===== src/rtl/jtag_tap_dtm.sv =====
// rtl/jtag_tap_dtm.sv - JTAG TAP with debug transport module, TCK oversampled in the clk domain
module jtag_tap_dtm #(
   parameter logic [31:0] IDCODE = 32'h0000_0001,
   parameter int          ABITS  = 7
) (
   input  logic             clk,
   input  logic             rst_n,
   input  logic             tclk,
   input  logic             tms,
   input  logic             tdi,
   input  logic             trst,
   output logic             tdo,
   output logic             tdo_en,
   output logic             dmi_req_valid,
   input  logic             dmi_req_ready,
   output logic [ABITS-1:0] dmi_req_addr,
   output logic [31:0]      dmi_req_data,
   output logic [1:0]       dmi_req_op,
   input  logic             dmi_resp_valid,
   input  logic [31:0]      dmi_resp_data,
   input  logic [1:0]       dmi_resp_op
);
   localparam int DR_W = ABITS + 34;
   localparam int MW   = $clog2(DR_W);

   typedef enum logic [3:0] {
      TLR, RTI, SEL_DR, CAP_DR, SH_DR, EX1_DR, PA_DR, EX2_DR, UPD_DR,
      SEL_IR, CAP_IR, SH_IR, EX1_IR, PA_IR, EX2_IR, UPD_IR
   } tap_state_t;

   tap_state_t      state, state_nxt;
   logic [2:0]      tclk_q;
   logic [1:0]      tms_q, tdi_q, trst_q;
   logic            tck_rise, tck_fall, tms_s, tdi_s, trst_ok;
   logic            capture_dr, shift_dr, update_dr, capture_ir, shift_ir, update_ir;
   logic [4:0]      ir, ir_sr;
   logic [DR_W-1:0] dr_sr, dr_shifted;
   logic [MW-1:0]   dr_msb;
   logic            sel_idcode, sel_dtmcs, sel_dmi;
   logic [31:0]     dtmcs_cap, resp_data;
   logic [1:0]      dmi_stat, dr_op;
   logic            pending;

   always_ff @(posedge clk or negedge rst_n) begin
      if (!rst_n) begin
         tclk_q <= '0;
         tms_q  <= '0;
         tdi_q  <= '0;
         trst_q <= '0;
      end else begin
         tclk_q <= {tclk_q[1:0], tclk};
         tms_q  <= {tms_q[0], tms};
         tdi_q  <= {tdi_q[0], tdi};
         trst_q <= {trst_q[0], trst};
      end
   end

   // tms/tdi are taken from the same sync stage that reports the tclk edge
   assign trst_ok  = trst_q[1];
   assign tck_rise = tclk_q[1] & ~tclk_q[2] & trst_ok;
   assign tck_fall = ~tclk_q[1] & tclk_q[2] & trst_ok;
   assign tms_s    = tms_q[1];
   assign tdi_s    = tdi_q[1];

   always_ff @(posedge clk or negedge rst_n) begin
      if (!rst_n)        state <= TLR;
      else if (!trst_ok) state <= TLR;
      else if (tck_rise) state <= state_nxt;
   end

   always_comb begin
      state_nxt = state;
      case (state)
         TLR:     state_nxt = tms_s ? TLR    : RTI;
         RTI:     state_nxt = tms_s ? SEL_DR : RTI;
         SEL_DR:  state_nxt = tms_s ? SEL_IR : CAP_DR;
         CAP_DR:  state_nxt = tms_s ? EX1_DR : SH_DR;
         SH_DR:   state_nxt = tms_s ? EX1_DR : SH_DR;
         EX1_DR:  state_nxt = tms_s ? UPD_DR : PA_DR;
         PA_DR:   state_nxt = tms_s ? EX2_DR : PA_DR;
         EX2_DR:  state_nxt = tms_s ? UPD_DR : SH_DR;
         UPD_DR:  state_nxt = tms_s ? SEL_DR : RTI;
         SEL_IR:  state_nxt = tms_s ? TLR    : CAP_IR;
         CAP_IR:  state_nxt = tms_s ? EX1_IR : SH_IR;
         SH_IR:   state_nxt = tms_s ? EX1_IR : SH_IR;
         EX1_IR:  state_nxt = tms_s ? UPD_IR : PA_IR;
         PA_IR:   state_nxt = tms_s ? EX2_IR : PA_IR;
         EX2_IR:  state_nxt = tms_s ? UPD_IR : SH_IR;
         UPD_IR:  state_nxt = tms_s ? SEL_DR : RTI;
         default: state_nxt = TLR;
      endcase
   end

   always_comb begin
      tdo_en     = 1'b0;
      capture_dr = 1'b0;
      shift_dr   = 1'b0;
      update_dr  = 1'b0;
      capture_ir = 1'b0;
      shift_ir   = 1'b0;
      update_ir  = 1'b0;
      case (state)
         CAP_DR:  capture_dr = tck_rise;
         SH_DR:   begin tdo_en = 1'b1; shift_dr = tck_rise; end
         UPD_DR:  update_dr = tck_fall;
         CAP_IR:  capture_ir = tck_rise;
         SH_IR:   begin tdo_en = 1'b1; shift_ir = tck_rise; end
         UPD_IR:  update_ir = tck_fall;
         default: ;
      endcase
   end

   always_ff @(posedge clk or negedge rst_n) begin
      if (!rst_n) begin
         ir    <= 5'h01;
         ir_sr <= '0;
      end else begin
         if (state == TLR || !trst_ok) ir <= 5'h01;
         else if (update_ir)           ir <= ir_sr;
         if (capture_ir)    ir_sr <= 5'b00001;
         else if (shift_ir) ir_sr <= {tdi_s, ir_sr[4:1]};
      end
   end

   always_comb begin
      sel_idcode = (ir == 5'h01);
      sel_dtmcs  = (ir == 5'h10);
      sel_dmi    = (ir == 5'h11);
      if (sel_dmi)                      dr_msb = MW'(DR_W - 1);
      else if (sel_idcode || sel_dtmcs) dr_msb = MW'(31);
      else                              dr_msb = '0;
      dtmcs_cap = {14'd0, 2'b00, 1'b0, 3'd1, dmi_stat, 6'(ABITS), 4'd1};
      dr_op     = dr_sr[1:0];
   end

   // tdi enters at the top of the currently selected register length
   always_comb begin
      dr_shifted         = {1'b0, dr_sr[DR_W-1:1]};
      dr_shifted[dr_msb] = tdi_s;
   end

   always_ff @(posedge clk or negedge rst_n) begin
      if (!rst_n) begin
         dr_sr <= '0;
      end else if (capture_dr) begin
         if (sel_dmi)         dr_sr <= {dmi_req_addr, resp_data, pending ? 2'd3 : dmi_stat};
         else if (sel_dtmcs)  dr_sr <= DR_W'(dtmcs_cap);
         else if (sel_idcode) dr_sr <= DR_W'({IDCODE[31:1], 1'b1});
         else                 dr_sr <= '0;
      end else if (shift_dr) begin
         dr_sr <= dr_shifted;
      end
   end

   always_ff @(posedge clk or negedge rst_n) begin
      if (!rst_n)                tdo <= 1'b0;
      else if (tck_fall && tdo_en) tdo <= (state == SH_IR) ? ir_sr[0] : dr_sr[0];
   end

   // Later assignments win: a response landing in the same clk as a DTMCS clear still retires it
   always_ff @(posedge clk or negedge rst_n) begin
      if (!rst_n) begin
         dmi_req_valid <= 1'b0;
         dmi_req_addr  <= '0;
         dmi_req_data  <= '0;
         dmi_req_op    <= '0;
         pending       <= 1'b0;
         dmi_stat      <= 2'd0;
         resp_data     <= '0;
      end else begin
         if (dmi_req_valid && dmi_req_ready) dmi_req_valid <= 1'b0;
         if (update_dr && sel_dtmcs) begin
            if (dr_sr[16] || dr_sr[17]) dmi_stat <= 2'd0;
            if (dr_sr[17]) begin
               pending       <= 1'b0;
               dmi_req_valid <= 1'b0;
            end
         end else if (update_dr && sel_dmi && (dr_op == 2'd1 || dr_op == 2'd2)) begin
            if (pending) begin
               dmi_stat <= 2'd3;
            end else if (dmi_stat == 2'd0) begin
               dmi_req_addr  <= dr_sr[DR_W-1:34];
               dmi_req_data  <= dr_sr[33:2];
               dmi_req_op    <= dr_op;
               dmi_req_valid <= 1'b1;
               pending       <= 1'b1;
            end
         end
         if (capture_dr && sel_dmi && pending) dmi_stat <= 2'd3;
         if (dmi_resp_valid && pending) begin
            resp_data <= dmi_resp_data;
            if (dmi_resp_op == 2'd2) dmi_stat <= 2'd2;
            pending <= 1'b0;
         end
      end
   end
endmodule


===== config.mk =====
export PLATFORM = sky130hd
export DESIGN_NAME = jtag_tap_dtm
export DESIGN_NICKNAME = d
export VERILOG_FILES = /design/src/rtl/jtag_tap_dtm.sv
export SDC_FILE = /design/constraint.sdc
export NUM_CORES = 1
export LEC_CHECK = 0
export CELL_PAD_IN_SITES_DETAIL_PLACEMENT = 2
export CELL_PAD_IN_SITES_GLOBAL_PLACEMENT = 2
export CORE_ASPECT_RATIO = 1.2
export CORE_UTILIZATION = 40
export CTS_CLUSTER_SIZE = 20
export DETAILED_ROUTE_END_ITERATION = 8
export PLACE_DENSITY = 0.85
export REMOVE_ABC_BUFFERS = 1
export SLEW_MARGIN = 0
export SYNTH_ARGS = -nofsm -noshare
export SYNTH_HDL_FRONTEND = slang
export SYNTH_SLANG_ARGS = --single-unit
export TNS_END_PERCENT = 100

===== constraint.sdc =====
create_clock -name clk -period 5.9 [get_ports clk]
set_clock_uncertainty 0.15 [all_clocks]
set_input_delay 1.18 -clock clk [delete_from_list [all_inputs] [get_ports clk]]
set_output_delay 1.18 -clock clk [all_outputs]
set_load 0.02 [all_outputs]

==> impl_metrics.csv <==
group,metric,value,unit
timing,period_share,65.5,%
finish,layout_commonest_cell,"dfrtp_1",
placed_design,placedCellCount,763,
clocking,cts_root_buf,"clkbuf_16",
die,initial_core_util,40.9,%
routing,drtAntennaViolNets,0,
die,die_h,138,um
grt,grt_use_total,27.8,%
placed_design,dp_hpwl,11800,um
critical_path,worst-endpoint-arrival,2.53,ns
critical_path,critical_path.max_stage_delay,0.79,ns
finish,diodes,0,
min_path,holdPathEnd,"trst_q[1]",
finish,regArea,0.00355,mm2
grt,first_global_vias,5135,
finish,fillers,1394,
synth,avgSynthCellArea,12.2,um2
power_and_ir_drop,combPwrFrac,9.0,%
finish,fin_cells,795,
power_and_ir_drop,power_switching,0.699,mW
timing,worst_pin_slew,1.22,ns
critical_path,cpMaxStageDelayCell,"dfrtp_1",
die,die-area,0.0159,mm2
clocking,insertion_delay,0.43,ns
grt,grt_max_degree,110,
routing,wl_per_cell,25.2,um
routing,drtIter0Drc,167,
timing,relSlewSlack,18.3,%
clocking,cts_tree,"built",
placed_design,io_buffers,85,
timing,hold_ws,0.204,ns
critical_path,rr_startpoint,"state[2]",
clocking,cts.clk_slew.worst_paths,0.06,ns
routing,drcViolationCount,0,
timing,rsz0062_at_grt,"no",
run,drv_cap,0,
timing,min_period,3.86,ns
critical_path,r2r_slack,2.74,ns
power_and_ir_drop,power.density,329,mW/mm2
power_and_ir_drop,power.share.clock,43.7,%
timing,setup_viol,0,
critical_path,rr_worst_depth,5,
critical_path,cp_cell_sequence,"nand3_1 -> o32ai_1 -> clkdlybuf4s50_1",
power_and_ir_drop,p_sw_share,27.3,%
synth,ys_ff_latch,142,
critical_path,cp-start-kind,"flop",
synth,yosysWarnings,0,
timing,max_freq,259,MHz
critical_path,timing.rr.end,"dr_sr[40]",
power_and_ir_drop,vdd_drop_max,0.000215,V
critical_path,crit_buf_inv,1,
timing,setup_tns,0,ns
timing,final_max_slew_viol_count,0,
power_and_ir_drop,intPower,1.86,mW
finish,most-common-layout-cells,"dfrtp_1, clkdlybuf4s50_1, nor2_1",
finish,drive_gt1_share,20.0,%
grt,gr-total-overflow,0,
grt,antenna_found_initial,1,
finish,multi_input_area,0.00244,mm2
die,rows,49,
critical_path,cp_max_fo,22,
synth,ys_dominant_reg_cell,"dfrtp_1",
critical_path,crit_family,"flip-flops",
min_path,whs_path_depth,0,
finish,area_growth_syn_to_layout,26.3,%
power_and_ir_drop,p_leak,3.46,nW
synth,synth_cell_types,49,
synth,postSynth.asyncResetShare,100,%
routing,drtPass1Iterations,4,
clocking,cts_max_path_buffers,2,
clocking,cts_setup_buffers,0,
clocking,cts_hold_buf,0,
placed_design,place_congestion,0.771,
synth,syn-cell-area,0.00615,mm2
grt,grt_pass1_wl,31800,um
die,die-width,115,um
min_path,min-delay-path-class,"reg2reg",
routing,vias,4542,
status,outcome,"completed",
die,core_area,0.0150,mm2
finish,fin_nets,620,
critical_path,worstSetupPathType,"reg2out",
routing,vias_per_cell,5.71,
routing,drt_wl_total,20000,um
clocking,cts_resized,0,
die,ios,86,
power_and_ir_drop,seqPwrFrac,47.3,%
synth,synth-edff-count,0,
critical_path,crit_path_end_kind,"output port",
critical_path,cp.required,4.57,ns
clocking,cts_sinks,142,
synth,synth-seq-area-share,57.8,%
clocking,htreeDepth,4,
timing,finalHoldViolCount,0,
clocking,numCtsBuffers,17,
min_path,worstHoldStart,"trst_q[0]",
synth,syn_inst,502,
-- kinds of logic after synthesis --
| kind of cell | after synthesis | share of synthesized area [%] |
|---|---|---|
| and+or+nand+nor | 153 | 12.1 |
| AOI/OAI and AO/OA | 87 | 10.2 |
| buffers and inverters | 39 | 2.93 |
| muxes | 78 | 16.5 |
| xor gates and xnor gates | 3 | 0.428 |
| DFF | 142 | 57.8 |
-- state kept, by name, summed over array words and instances, names as in the netlist --
| name | count |
|---|---|
| dmi_req_valid | 1 |
| dr_sr | 41 |
| dmi_req_data | 32 |
| dmi_req_op | 2 |
| dmi_stat | 2 |
| state | 4 |
| tms_q | 2 |
| tdi_q | 2 |
| resp_data | 32 |
| tdo | 1 |
| ir | 5 |
| pending | 1 |
| ir_sr | 5 |
| tclk_q | 3 |
| dmi_req_addr | 7 |
| trst_q | 2 |
-- layer usage --
layer | track usage [%] | wire length, um | part of all wire [%] | vias to the layer above
met5 | 0 | 14 | 0.070 | -
met4 | 12.3 | 575 | 2.9 | 2
met3 | 5.32 | 703 | 3.5 | 37
met2 | 48.0 | 10500 | 52 | 140
met1 | 33.7 | 8240 | 41 | 2397
li1 | - | - | - | 1966
-- worst register-to-register path, cell delays in order, from the launching register on --
cell     delay (ns)
dfrtp_1        0.81
nor3b_1        0.65
o21a_1         0.68
buf_4          0.43
nand2_1        0.11
o21ai_0        0.24
-- Yosys cell counts, drive strengths merged (3+ instances only) --
library cell,instances,area [um2]
clkbuf,24,90.1
a22o,4,35.0
mux2i,5,50.1
dfrtp,141,3530
nand2b,7,43.8
nor2b,3,18.8
a221oi,33,289
mux2,73,965
nor4,3,25.0
nor4b,3,41.3
nor3,4,20.0
inv,5,18.8
o21a,3,22.5
a31oi,5,31.3
o21ai,18,90.1
nor2,81,304
nand2,26,100
nand3,8,40.0
a21oi,13,65.1
buf,10,71.3
-- worst max path at each step --
stage / from / end / slack, ns / cells past startpoint
4_1_cts: state[0] / tdo_en / 2.03 / 3
3_5_place_dp: state[0] / tdo_en / 2.51 / 3
3_3_place_gp: state[0] / tdo_en / 2.64 / 3
6_report: state[0] / tdo_en / 2.04 / 3
2_1_floorplan: state[2] / dmi_stat[0] / 1.96 / 4
5_1_grt: state[0] / tdo_en / 1.85 / 3
-- stage by stage --
| step | total power [mW] | area (um2) | setup slack (ns) | util [%] |
|---|---|---|---|---|
| finish | 2.56 | 7760 | 2.04 | 51.7 |
| detailed placement | 1.43 | 7160 | 2.51 | 47.7 |
| floorplan | 1.30 | 5980 | 1.96 | - |
| CTS | 2.58 | 7760 | 2.03 | 51.7 |
| global route | 2.65 | 7760 | 1.85 | 51.7 |
| global placement | 1.39 | 7160 | 2.64 | 47.7 |
-- final cells by class --
class | count | share of cell area [%]
Timing Repair Buffer | 91 | 11.6
Multi-Input combinational cell | 321 | 31.4
Tap cell | 204 | 3.29
Sequential cell | 142 | 45.8
Clock inverter | 13 | 2.14
Clock buffer | 19 | 5.58
Inverter | 5 | 0.242
-- power groups by stage --
| stage | logic [mW] | registers (mW) | clock network [mW] |
|---|---|---|---|
| 2_1_floorplan | 0.127 | 1.17 | 0 |
| 3_3_place_gp | 0.195 | 1.19 | 0 |
| 3_5_place_dp | 0.218 | 1.21 | 0 |
| 4_1_cts | 0.237 | 1.21 | 1.13 |
| 5_1_grt | 0.257 | 1.22 | 1.17 |
| 6_report | 0.231 | 1.21 | 1.12 |
(Power assumes the default switching activity.)
